$ cat src/rtl/display_pkg.sv
// Shared definitions for the output display unit: FSM states, segment patterns
// and the converter's fixed dimensions.
package display_pkg;

    typedef enum logic [1:0] {
        ST_IDLE   = 2'd0,
        ST_SHIFT  = 2'd1,
        ST_COMMIT = 2'd2
    } state_t;

    localparam int BCD_DIGITS   = 10;
    localparam int SHIFT_CYCLES = 32;

    // Active-high patterns, bit order {g,f,e,d,c,b,a}
    localparam logic [6:0] SEG_0     = 7'h3F;
    localparam logic [6:0] SEG_1     = 7'h06;
    localparam logic [6:0] SEG_2     = 7'h5B;
    localparam logic [6:0] SEG_3     = 7'h4F;
    localparam logic [6:0] SEG_4     = 7'h66;
    localparam logic [6:0] SEG_5     = 7'h6D;
    localparam logic [6:0] SEG_6     = 7'h7D;
    localparam logic [6:0] SEG_7     = 7'h07;
    localparam logic [6:0] SEG_8     = 7'h7F;
    localparam logic [6:0] SEG_9     = 7'h6F;
    localparam logic [6:0] SEG_DASH  = 7'h40;
    localparam logic [6:0] SEG_BLANK = 7'h00;

    function automatic logic [6:0] seg_pattern(input logic [3:0] nibble);
        case (nibble)
            4'd0:    return SEG_0;
            4'd1:    return SEG_1;
            4'd2:    return SEG_2;
            4'd3:    return SEG_3;
            4'd4:    return SEG_4;
            4'd5:    return SEG_5;
            4'd6:    return SEG_6;
            4'd7:    return SEG_7;
            4'd8:    return SEG_8;
            4'd9:    return SEG_9;
            default: return SEG_BLANK;
        endcase
    endfunction

    // |value| as unsigned; -2^31 maps naturally to 32'h8000_0000
    function automatic logic [31:0] abs_mag(input logic [31:0] value);
        return value[31] ? (~value + 32'd1) : value;
    endfunction

endpackage

$ cat src/rtl/seg7_decoder.sv
// One seven-segment digit: BCD nibble plus blank/dash overrides, with
// selectable output polarity. Dash wins over blank.
module seg7_decoder
    import display_pkg::*;
#(
    parameter int ACTIVE_LOW = 1
) (
    input  logic [3:0] digit,
    input  logic       blank,
    input  logic       dash,
    output logic [6:0] seg
);

    logic [6:0] pattern;

    always_comb begin
        pattern = seg_pattern(digit);
        if (dash) begin
            pattern = SEG_DASH;
        end else if (blank) begin
            pattern = SEG_BLANK;
        end
    end

    assign seg = (ACTIVE_LOW != 0) ? ~pattern : pattern;

endmodule

$ cat src/rtl/output_display_unit.sv
// Captures OUT on each rising edge of flagOUT, converts it to sign + BCD by
// sequential double-dabble and drives DIGITS seven-segment displays.
module output_display_unit
    import display_pkg::*;
#(
    parameter int DIGITS     = 8,
    parameter int ACTIVE_LOW = 1,
    parameter int BLANK_LZ   = 1
) (
    input  logic                  clock,
    input  logic                  reset,
    input  logic                  flagOUT,
    input  logic [31:0]           OUT,
    output logic [7*DIGITS-1:0]   HEX,
    output logic                  negative,
    output logic                  overflow,
    output logic                  busy,
    output logic                  done
);

    state_t                      state_reg;
    logic                        flag_q_reg;
    logic                        sign_reg;
    logic [31:0]                 mag_reg;
    logic [4*BCD_DIGITS-1:0]     bcd_reg;
    logic [4:0]                  cnt_reg;
    logic                        pend_valid_reg;
    logic [31:0]                 pend_value_reg;
    logic [7*DIGITS-1:0]         hex_reg;
    logic                        negative_reg;
    logic                        overflow_reg;
    logic                        busy_reg;
    logic                        done_reg;

    logic                        trigger;
    logic [31:0]                 start_value;
    logic [4*BCD_DIGITS-1:0]     bcd_adj;
    logic                        ovf;
    logic [DIGITS-1:0]           blank;
    logic [7*DIGITS-1:0]         hex_dec;

    assign trigger     = flagOUT & ~flag_q_reg;
    // A trigger landing in the commit cycle supersedes any older pending value
    assign start_value = trigger ? OUT : pend_value_reg;

    genvar gi;
    generate
        for (gi = 0; gi < BCD_DIGITS; gi++) begin : g_adj
            assign bcd_adj[4*gi +: 4] = (bcd_reg[4*gi +: 4] >= 4'd5)
                                      ? bcd_reg[4*gi +: 4] + 4'd3
                                      : bcd_reg[4*gi +: 4];
        end

        if (DIGITS < BCD_DIGITS) begin : g_ovf
            assign ovf = |bcd_reg[4*BCD_DIGITS-1:4*DIGITS];
        end else begin : g_no_ovf
            assign ovf = 1'b0;
        end

        for (gi = 0; gi < DIGITS; gi++) begin : g_digit
            if (gi == 0) begin : g_lsd
                assign blank[gi] = 1'b0;
            end else begin : g_upper
                assign blank[gi] = (BLANK_LZ != 0) && (bcd_reg[4*BCD_DIGITS-1:4*gi] == '0);
            end
            seg7_decoder #(.ACTIVE_LOW(ACTIVE_LOW)) u_dec (
                .digit (bcd_reg[4*gi +: 4]),
                .blank (blank[gi]),
                .dash  (ovf),
                .seg   (hex_dec[7*gi +: 7])
            );
        end
    endgenerate

    always_ff @(posedge clock) begin
        if (reset) begin
            state_reg      <= ST_IDLE;
            flag_q_reg     <= 1'b1;
            sign_reg       <= 1'b0;
            mag_reg        <= '0;
            bcd_reg        <= '0;
            cnt_reg        <= '0;
            pend_valid_reg <= 1'b0;
            pend_value_reg <= '0;
            hex_reg        <= (ACTIVE_LOW != 0) ? '1 : '0;
            negative_reg   <= 1'b0;
            overflow_reg   <= 1'b0;
            busy_reg       <= 1'b0;
            done_reg       <= 1'b0;
        end else begin
            flag_q_reg <= flagOUT;
            done_reg   <= 1'b0;
            case (state_reg)
                ST_IDLE: begin
                    if (trigger) begin
                        sign_reg  <= OUT[31];
                        mag_reg   <= abs_mag(OUT);
                        bcd_reg   <= '0;
                        cnt_reg   <= '0;
                        busy_reg  <= 1'b1;
                        state_reg <= ST_SHIFT;
                    end
                end
                ST_SHIFT: begin
                    if (trigger) begin
                        pend_valid_reg <= 1'b1;
                        pend_value_reg <= OUT;
                    end
                    {bcd_reg, mag_reg} <= {bcd_adj, mag_reg} << 1;
                    cnt_reg <= cnt_reg + 5'd1;
                    if (cnt_reg == 5'(SHIFT_CYCLES - 1)) begin
                        state_reg <= ST_COMMIT;
                    end
                end
                ST_COMMIT: begin
                    hex_reg        <= hex_dec;
                    negative_reg   <= sign_reg;
                    overflow_reg   <= ovf;
                    done_reg       <= 1'b1;
                    pend_valid_reg <= 1'b0;
                    if (trigger || pend_valid_reg) begin
                        sign_reg  <= start_value[31];
                        mag_reg   <= abs_mag(start_value);
                        bcd_reg   <= '0;
                        cnt_reg   <= '0;
                        state_reg <= ST_SHIFT;
                    end else begin
                        busy_reg  <= 1'b0;
                        state_reg <= ST_IDLE;
                    end
                end
                default: state_reg <= ST_IDLE;
            endcase
        end
    end

    assign HEX      = hex_reg;
    assign negative = negative_reg;
    assign overflow = overflow_reg;
    assign busy     = busy_reg;
    assign done     = done_reg;

endmodule

$ cat config.mk
export PLATFORM = sky130hd
export DESIGN_NAME = output_display_unit
export DESIGN_NICKNAME = d
export VERILOG_FILES = /design/src/rtl/display_pkg.sv /design/src/rtl/seg7_decoder.sv /design/src/rtl/output_display_unit.sv
export SDC_FILE = /design/constraint.sdc
export NUM_CORES = 1
export LEC_CHECK = 0
export CAP_MARGIN = 20
export CORE_ASPECT_RATIO = 1.4
export CORE_MARGIN = 4
export CORE_UTILIZATION = 55
export DETAILED_ROUTE_END_ITERATION = 10
export PLACE_DENSITY = 0.75
export SETUP_SLACK_MARGIN = 0.2
export SLEW_MARGIN = 10
export SYNTH_ARGS = -nofsm -noshare
export SYNTH_HDL_FRONTEND = slang
export SYNTH_SLANG_ARGS = --single-unit
$ cat constraint.sdc
create_clock -name clock -period 6.65 [get_ports clock]
set_clock_uncertainty 0.1 [all_clocks]
set_input_delay 0.9975 -clock clock [delete_from_list [all_inputs] [get_ports clock]]
set_output_delay 0.9975 -clock clock [all_outputs]
set_load 0.01 [all_outputs]
# Word level (Yosys, flattened, before mapping)
# Memories as Yosys holds them, arrays and structs flattened. A register that Yosys moved wholly into a read port is not among the register bits.
# Index checks and enable logic that the tools add are counted.
# word_totals
register_bits	174
mem_bits_ro	896
out_inout_bits	60
wordCells	147
n_memories	8
# classes
add_sub_neg	13
n_lt_le_gt_ge	10
n_eq_ne	8
n_mux	65
bitwise_logic	12
n_reduce_logical	18
# memory_table
memory	depth	word_bits	rd	rd_clocked_by_memory_dff	write_ports	line_no	rtl
(no name shown)	16	7	1	1	0	display_pkg.sv:29	case (nibble)
(no name shown)	16	7	1	1	0	display_pkg.sv:29	
(no name shown)	16	7	1	1	0	display_pkg.sv:29	
(no name shown)	16	7	1	1	0	display_pkg.sv:29	
(no name shown)	16	7	1	1	0	display_pkg.sv:29	
(no name shown)	16	7	1	1	0	display_pkg.sv:29	
+2 memories	n/a	n/a	n/a	n/a	n/a	n/a	
# op_table
operator	count
$mux 32	5
$pmux 40 s3	1
$mux 7	15
$mux 4	25
$pmux 32 s3	1
$mux 40	2
$add 32x1->32 const B	2
$not 32->32	2
$not 7->7	8
$ge 4x3->1 const B	10
$add 4x2->4 const B	9
$logic_not 36->1	1
$logic_not 32->1	1
$logic_not 28->1	1
$logic_not 24->1	1
$logic_not 20->1	1
$logic_not 16->1	1
$pmux 5 s3	1
$logic_not 12->1	1
$mux 5	2
$ne 2x2->1 const B	5
$reduce_and 3->1	3
$reduce_or 8->1	1
$mux 1	6
16 further kinds	21

# Longest topological paths before layout
# Gate-level depths: netlist of the first run.
# depth
depth_word	8
ltp_mapped	14

# By module
# From an unflattened synthesis of the first run, not the netlist that was laid out.
# unflattened
cells_unflattened	1490
hier_area_um2	12010.3
# modules_own_cells
module	n_inst	cells_each	area_each_um2	seq_area_each_um2
output_display_unit	1	1274	10278.6	3483.3
seg7_decoder	8	27	216.5	0.0

# Least setup slack after synthesis of the first run
# No wires, ideal clock.
# synth_timing
kind	input -> register
startpoint	input flagOUT
endpoint	register mag_reg[22]
setup_time_ps	70
arrival_ps	3664
required_time_ps	6480
setup_slack_ps	2816
cell_stages	14
path_cell_list	nor2b_1 -> buf_6 -> buf_6 -> clkbuf_1 -> buf_2 -> mux2i_1 -> ha_1 -> inv_1 -> a2111oi_4 -> buf_6 -> nand4_1 -> a21oi_1 -> mux2_2 -> a21oi_1
# synth_between
elab_chain_len	7
# synth_rtl
element	line_no	rtl
from (decl)	output_display_unit.sv:12	input logic flagOUT,
$and 1x1->1 *	output_display_unit.sv:42	assign trigger = flagOUT & ~flag_q_reg;
$mux 32	n/a	
$not 32->32	display_pkg.sv:46	return value[31] ? (~value + 32'd1) : value;
$add 32x1->32	display_pkg.sv:46	
$mux 32	display_pkg.sv:46	
$mux 32	output_display_unit.sv:121	if (trigger || pend_valid_reg) begin
$pmux 32 s3	output_display_unit.sv:93	case (state_reg)
to (signal assigned)	output_display_unit.sv:97	mag_reg <= abs_mag(OUT);
to (signal assigned)	output_display_unit.sv:109	{bcd_reg, mag_reg} <= {bcd_adj, mag_reg} << 1;
to (signal assigned)	output_display_unit.sv:123	mag_reg <= abs_mag(start_value);
to (decl)	output_display_unit.sv:24	logic [31:0] mag_reg;
# Every way passes the cells marked *; elsewhere a longest branch is shown, timed or not. The select of a mux whose other input is x is not followed.
# A chain may end at the register's enable or synchronous reset.

==> metrics.csv, run 1 <==
stage,metric,value,unit
placement,placed insts,1983,
global_route,GRT overflow,0,
die,Core Region,23900,sq um
logic_synthesis,"Top FF cell, synth",dfxtp_1,
logic_synthesis,Synth Warn #,0,
pwr,Leak,5.78,nW
cells_and_area,area growth from synthesis to layout,13.9,%
placement,gpl congestion,0.973,
clock_tree,CTS root buf,clkbuf_16,
logic_synthesis,Avg Synthesized Cell Area,8.01,sq um
global_route,first-pass GRT wire length,57900,microns
clock_tree,CTS tree,yes,
worst_hold_path,Hold Path Class,reg -> reg,
placement,Post-DP HPWL,24000,microns
logic_synthesis,top cell type's share of synthesized area,0.346,
worst_setup_path,critical path launch point type,primary input,
detailed_routing,DR iter-0 viols,1035,
clock_tree,clk sinks,230,
job,max_cap viols,0,
timing,setup TNS,0,ps
logic_synthesis,Seq cells post-synth,230,
die,Initial Util,0.558,
worst_setup_path,critical path's top delay family,simple AND/OR/NAND/NOR gates,
die,Die ar.,26800,sq um
worst_setup_path,R2R setup slack,2750,ps
logic_synthesis,library cells used by synthesis,81,
die,I/O Pins,95,
logic_synthesis,Syn Std Cell Area,13300,sq um
worst_setup_path,R2R Path Start,state_reg[0],
die,Rows,67,
global_route,largest net degree at the start of global routing,101,
timing,worst-margin pin slew,1010,ps
run_status,status,completed,
die,Vert. Die Dim,192,microns
global_route,met2 usage,0.490,
placement,Post-Place Cell Area,14400,sq um
timing,final worst-path cycle share,0.618,
worst_hold_path,hold worst-path end,HEX[9],
worst_setup_path,Crit path arrival time,4450,ps
pwr,VDD IR max,0.201,mV
logic_synthesis,number of synthesized flops with an enable pin,0,
timing,min Tclk post-route,4110,ps
placement,Port-buffer cells,94,
global_route,met1 usage in global routing,0.279,
logic_synthesis,syn nets,1784,
timing,Setup-failing EPs final,0,
cells_and_area,diode count,0,
worst_setup_path,CP Cell Sequence,"clkdlybuf4s50_1, nor2b_4, a21oi_1, or2_2, a22oi_1, nor2_1, inv_1, ha_1, and2_0, o21ai_0",
detailed_routing,Detailed Route WL,35400,microns
worst_setup_path,critical path startpoint,flagOUT,
global_route,GRT busiest layer,met2,
timing,Fin. Hold Viols,0,
placement,"worst slack, placed",2020,ps
global_route,vias in the first global route,12000,
cells_and_area,"commonest cells after routing, fill and taps aside","dfxtp_1, nor2_1, nand2_1",
detailed_routing,WL per Instance,17.5,microns
detailed_routing,router iterations before antenna repair,9,
cells_and_area,post-route insts no fill,2026,
timing,max_slew headroom,0.325,
timing,RSZ-0062 raised after global routing,false,
worst_setup_path,Worst Path Buf+Inv,2,
detailed_routing,Vias/cell,6.02,
logic_synthesis,Synth area leader,dfxtp_1,
worst_setup_path,reg2reg path depth,11,
logic_synthesis,top post-synthesis cells by area,"dfxtp_1, ha_1, a21oi_1",
cells_and_area,layout net count,1819,
worst_setup_path,Worst EP required,7000,ps
worst_hold_path,hold depth,1,
worst_setup_path,Critical Path Max Stage Delay,910,ps
clock_tree,Worst-path clk slew,60,ps
clock_tree,worst-skew pair later-pin latency,520,ps
worst_setup_path,kind of critical path,in -> reg,
clock_tree,H-tree level count,1,
worst_setup_path,CP max-delay cell,or2_2,
worst_setup_path,CP max FO,48,
die,die width,140,microns
pwr,Pwr Density,259,nW/um^2
clock_tree,Num CTS Buffers,24,
detailed_routing,# DRC,0,
clock_tree,post-CTS sizing,0,
timing,setup ws final,2540,ps
global_route,initial antenna violation count,0,
cells_and_area,"Design Area, Final",15200,sq um
logic_synthesis,register area share after synthesis,0.346,
detailed_routing,final antenna-violating net count,0,
logic_synthesis,Post-synth ARST share,0,
cells_and_area,"most common cell after layout, fill and taps aside",dfxtp_1,
logic_synthesis,Post-Synthesis Cells,1664,
clock_tree,CTS Hold Buffers Added,0,
cells_and_area,layout cells sized above 1,0.0839,
global_route,GR Util met3,0.0336,
timing,fin. max-slew vios,0,
timing,Fmax,243,MHz
global_route,Global Route Usage Sum,0.257,
clock_tree,postcts setup bufs,0,
detailed_routing,vias after detailed routing,12200,
worst_setup_path,crit end category,flop,
clock_tree,Longest Clk Path Bufs,3,
## layer usage
metal | vias to the layer above | part of all wire
met5 | - | 0
met4 | 0 | 0.048
met3 | 134 | 0.052
met2 | 422 | 0.52
met1 | 5783 | 0.38
li1 | 5863 | -
## logic make-up (layout without fill, tap and decap cells)
logic type,after synthesis,after routing,synth area share
adders and majority gates,85,85,0.0798
DFF,230,230,0.346
xor gates and xnor gates,51,51,0.0335
AOI/OAI and AO/OA,438,438,0.210
muxes,63,63,0.0484
and+or+nand+nor,623,623,0.229
buffers and inverters,174,226,0.0538
## how the worst max path moves through the flow
stage               depth (start not counted)          end
floorplan                                  14  mag_reg[22]
finish                                     10         flop
CTS                                        10         flop
global placement                           10         flop
detailed placement                         10         flop
global route                               10         flop
## power breakdown
| group | switching [mW] | internal, mW | leakage (nW) |
|---|---|---|---|
| Combinational | 0.679 | 0.298 | 3.52 |
| Clock | 0.580 | 0.812 | 0.394 |
| Sequential | 0.0711 | 1.48 | 1.86 |
## area by class of cell
cell class	instances	area, sq um
Tap cell	310	388
Fill cell	2111	8720
Timing Repair Buffer	109	1050
Multi-Input combinational cell	1260	8030
Clock inverter	11	124
Sequential cell	230	4600
Inverter	74	278
Clock buffer	32	692
## synth_stat cells (24+ instances only)
cell type    n
nand2b_1    33
a22oi_1     24
mux2i_1     52
nor3_1      37
nand3_1     48
xnor2_1     37
inv_1       69
dfxtp_1    230
a21oi_1    159
ha_1        85
nand2_1    171
or2_2       49
nor2_1     173
o21ai_0    107
clkbuf_1    66
## worst reg2reg max path: stages (launching register included)
cell and delay [ps]:
dfxtp_1 340, inv_1 120, ha_1 230, inv_1 150, a21oi_1 620, or2_2 920
a22oi_1 320, nor2_1 320, inv_1 140, ha_1 310, and2_0 150, o21ai_0 130
## through the flow
step                 util  hold WS, ps  total power [mW]
CTS                 0.635          307              3.92
finish              0.635          303              3.93
global route        0.635          317              4.08
global placement    0.601          287              2.52
floorplan               -          283              2.24
detailed placement  0.601          299              2.53
Power figures use the tool's default switching activity.
==> inputs of run 2 (changes only) <==
==> constraint.sdc (replaced) <==
create_clock -name clock -period 4.1 [get_ports clock]
set_clock_uncertainty 0.1 [all_clocks]
set_input_delay 0.615 -clock clock [delete_from_list [all_inputs] [get_ports clock]]
set_output_delay 0.615 -clock clock [all_outputs]
set_load 0.01 [all_outputs]
==> run 2 against run 1 <==
  * Power is 65% higher
  * Combinational power is 70% higher
  * Clock-buffer cell count stayed put
  * Critical path type unchanged
==> metrics.csv, run 2 (synthesis results as in run 1) <==
stage,metric,value,unit,change
clock_tree,Worst-path clk slew,60,ps,about the same
timing,Fmax,300,MHz,
worst_setup_path,Worst EP required,4380,ps,-2620 ps
die,Core Region,23900,sq um,unchanged
run_status,status,completed,,
clock_tree,worst-skew pair later-pin latency,530,ps,about the same
placement,Post-DP HPWL,25000,microns,+4.3%
worst_hold_path,Hold Path Class,reg -> reg,,
clock_tree,CTS Hold Buffers Added,0,,unchanged
worst_setup_path,critical path startpoint,flagOUT,,
worst_setup_path,crit end category,flop,,
detailed_routing,WL per Instance,17.3,microns,-1.2%
timing,setup ws final,763,ps,-1780 ps
detailed_routing,DR iter-0 viols,814,,-21%
cells_and_area,"most common cell after layout, fill and taps aside",dfxtp_1,,
detailed_routing,Vias/cell,5.89,,-2.2%
clock_tree,CTS tree,yes,,
timing,Fin. Hold Viols,0,,unchanged
worst_setup_path,CP max FO,9,,-81%
detailed_routing,final antenna-violating net count,0,,unchanged
clock_tree,clk sinks,230,,unchanged
timing,min Tclk post-route,3340,ps,
placement,"worst slack, placed",268,ps,-1760 ps
detailed_routing,vias after detailed routing,12100,,-0.77%
cells_and_area,diode count,0,,unchanged
global_route,largest net degree at the start of global routing,103,,+2.0%
placement,Port-buffer cells,94,,unchanged
timing,max_slew headroom,0.503,,+0.178
worst_setup_path,reg2reg path depth,11,,unchanged
placement,placed insts,2012,,+1.5%
pwr,VDD IR max,0.324,mV,+61%
die,Vert. Die Dim,192,microns,unchanged
global_route,GR Util met3,0.0374,,+0.00374
global_route,vias in the first global route,12200,,+1.8%
cells_and_area,"commonest cells after routing, fill and taps aside","dfxtp_1, nor2_1, nand2_1",,
die,Die ar.,26800,sq um,unchanged
worst_setup_path,kind of critical path,in -> reg,,
detailed_routing,Detailed Route WL,35500,microns,+0.22%
clock_tree,Num CTS Buffers,24,,unchanged
die,die width,140,microns,unchanged
worst_setup_path,R2R setup slack,880,ps,-1870 ps
worst_setup_path,Crit path arrival time,3610,ps,-840 ps
global_route,Global Route Usage Sum,0.258,,+0.000838
clock_tree,H-tree level count,1,,unchanged
job,max_cap viols,0,,unchanged
detailed_routing,# DRC,0,,unchanged
global_route,first-pass GRT wire length,58300,microns,+0.68%
clock_tree,post-CTS sizing,0,,unchanged
pwr,Pwr Density,420,nW/um^2,+62%
timing,fin. max-slew vios,0,,unchanged
global_route,initial antenna violation count,0,,unchanged
cells_and_area,layout cells sized above 1,0.0991,,+0.0152
timing,Setup-failing EPs final,0,,unchanged
timing,final worst-path cycle share,0.814,,
timing,RSZ-0062 raised after global routing,false,,
clock_tree,CTS root buf,clkbuf_16,,
clock_tree,postcts setup bufs,0,,unchanged
placement,gpl congestion,0.957,,-1.7%
timing,setup TNS,0,ps,unchanged
global_route,GRT busiest layer,met2,,
die,Rows,67,,unchanged
pwr,Leak,5.94,nW,+2.8%
worst_setup_path,critical path launch point type,primary input,,
clock_tree,Longest Clk Path Bufs,3,,unchanged
cells_and_area,area growth from synthesis to layout,15.8,%,
global_route,met2 usage,0.499,,+0.00856
global_route,GRT overflow,0,,unchanged
cells_and_area,post-route insts no fill,2055,,+1.4%
die,Initial Util,0.558,,unchanged
die,I/O Pins,95,,unchanged
timing,worst-margin pin slew,744,ps,-269 ps
detailed_routing,router iterations before antenna repair,5,,-4
global_route,met1 usage in global routing,0.275,,-0.00345
cells_and_area,layout net count,1848,,+1.6%
worst_setup_path,R2R Path Start,state_reg[0],,
==> run 2: worst min-delay path by stage <==
| stage | slack, ps | cells past startpoint | end |
|---|---|---|---|
| finish | 310 | 1 | HEX[8] |
| global route | 330 | 1 | HEX[8] |
| CTS | 310 | 1 | HEX[8] |
| detailed placement | 300 | 1 | HEX[9] |
| global placement | 300 | 1 | HEX[10] |
| floorplan | 280 | 1 | HEX[10] |
==> run 2: metal layers <==
layer	part of all wire	vias to the layer above
li1	-	5916
met1	0.38	5721
met2	0.52	354
met3	0.048	117
met4	0.045	0
met5	0	-
==> run 2: critical path: stages <==
cell	delay, ps
clkdlybuf4s50_1	510
nor2b_4	360
a21oi_1	210
or2_2	360
or4_1	580
a21oi_1	360
inv_1	160
ha_1	250
a21oi_1	120
o21ai_0	80
==> run 2: layout make-up <==
type | instances | area, sq um
fill | 2081 | 8470
multi-input combinational | 1260 | 8030
sequential | 230 | 4600
timing repair buffer | 138 | 1300
clock buffer | 32 | 692
tap | 310 | 388
inverter | 74 | 278
clock inverter | 11 | 139
==> run 2: per-stage QoR <==
step	hold slack (ps)	cell area (sq um)	total power [mW]	utilization
after floorplan	283	13300	3.64	-
after detailed placement	302	14600	4.19	0.611
final	310	15400	6.47	0.646
after CTS	313	15400	6.49	0.646
after global placement	296	14600	4.16	0.611
after global routing	328	15400	6.75	0.646
==> run 2: where the power goes <==
part           switching [mW]  internal, mW
combinational            1.10         0.563
clock                   0.924          1.37
sequential              0.108          2.41
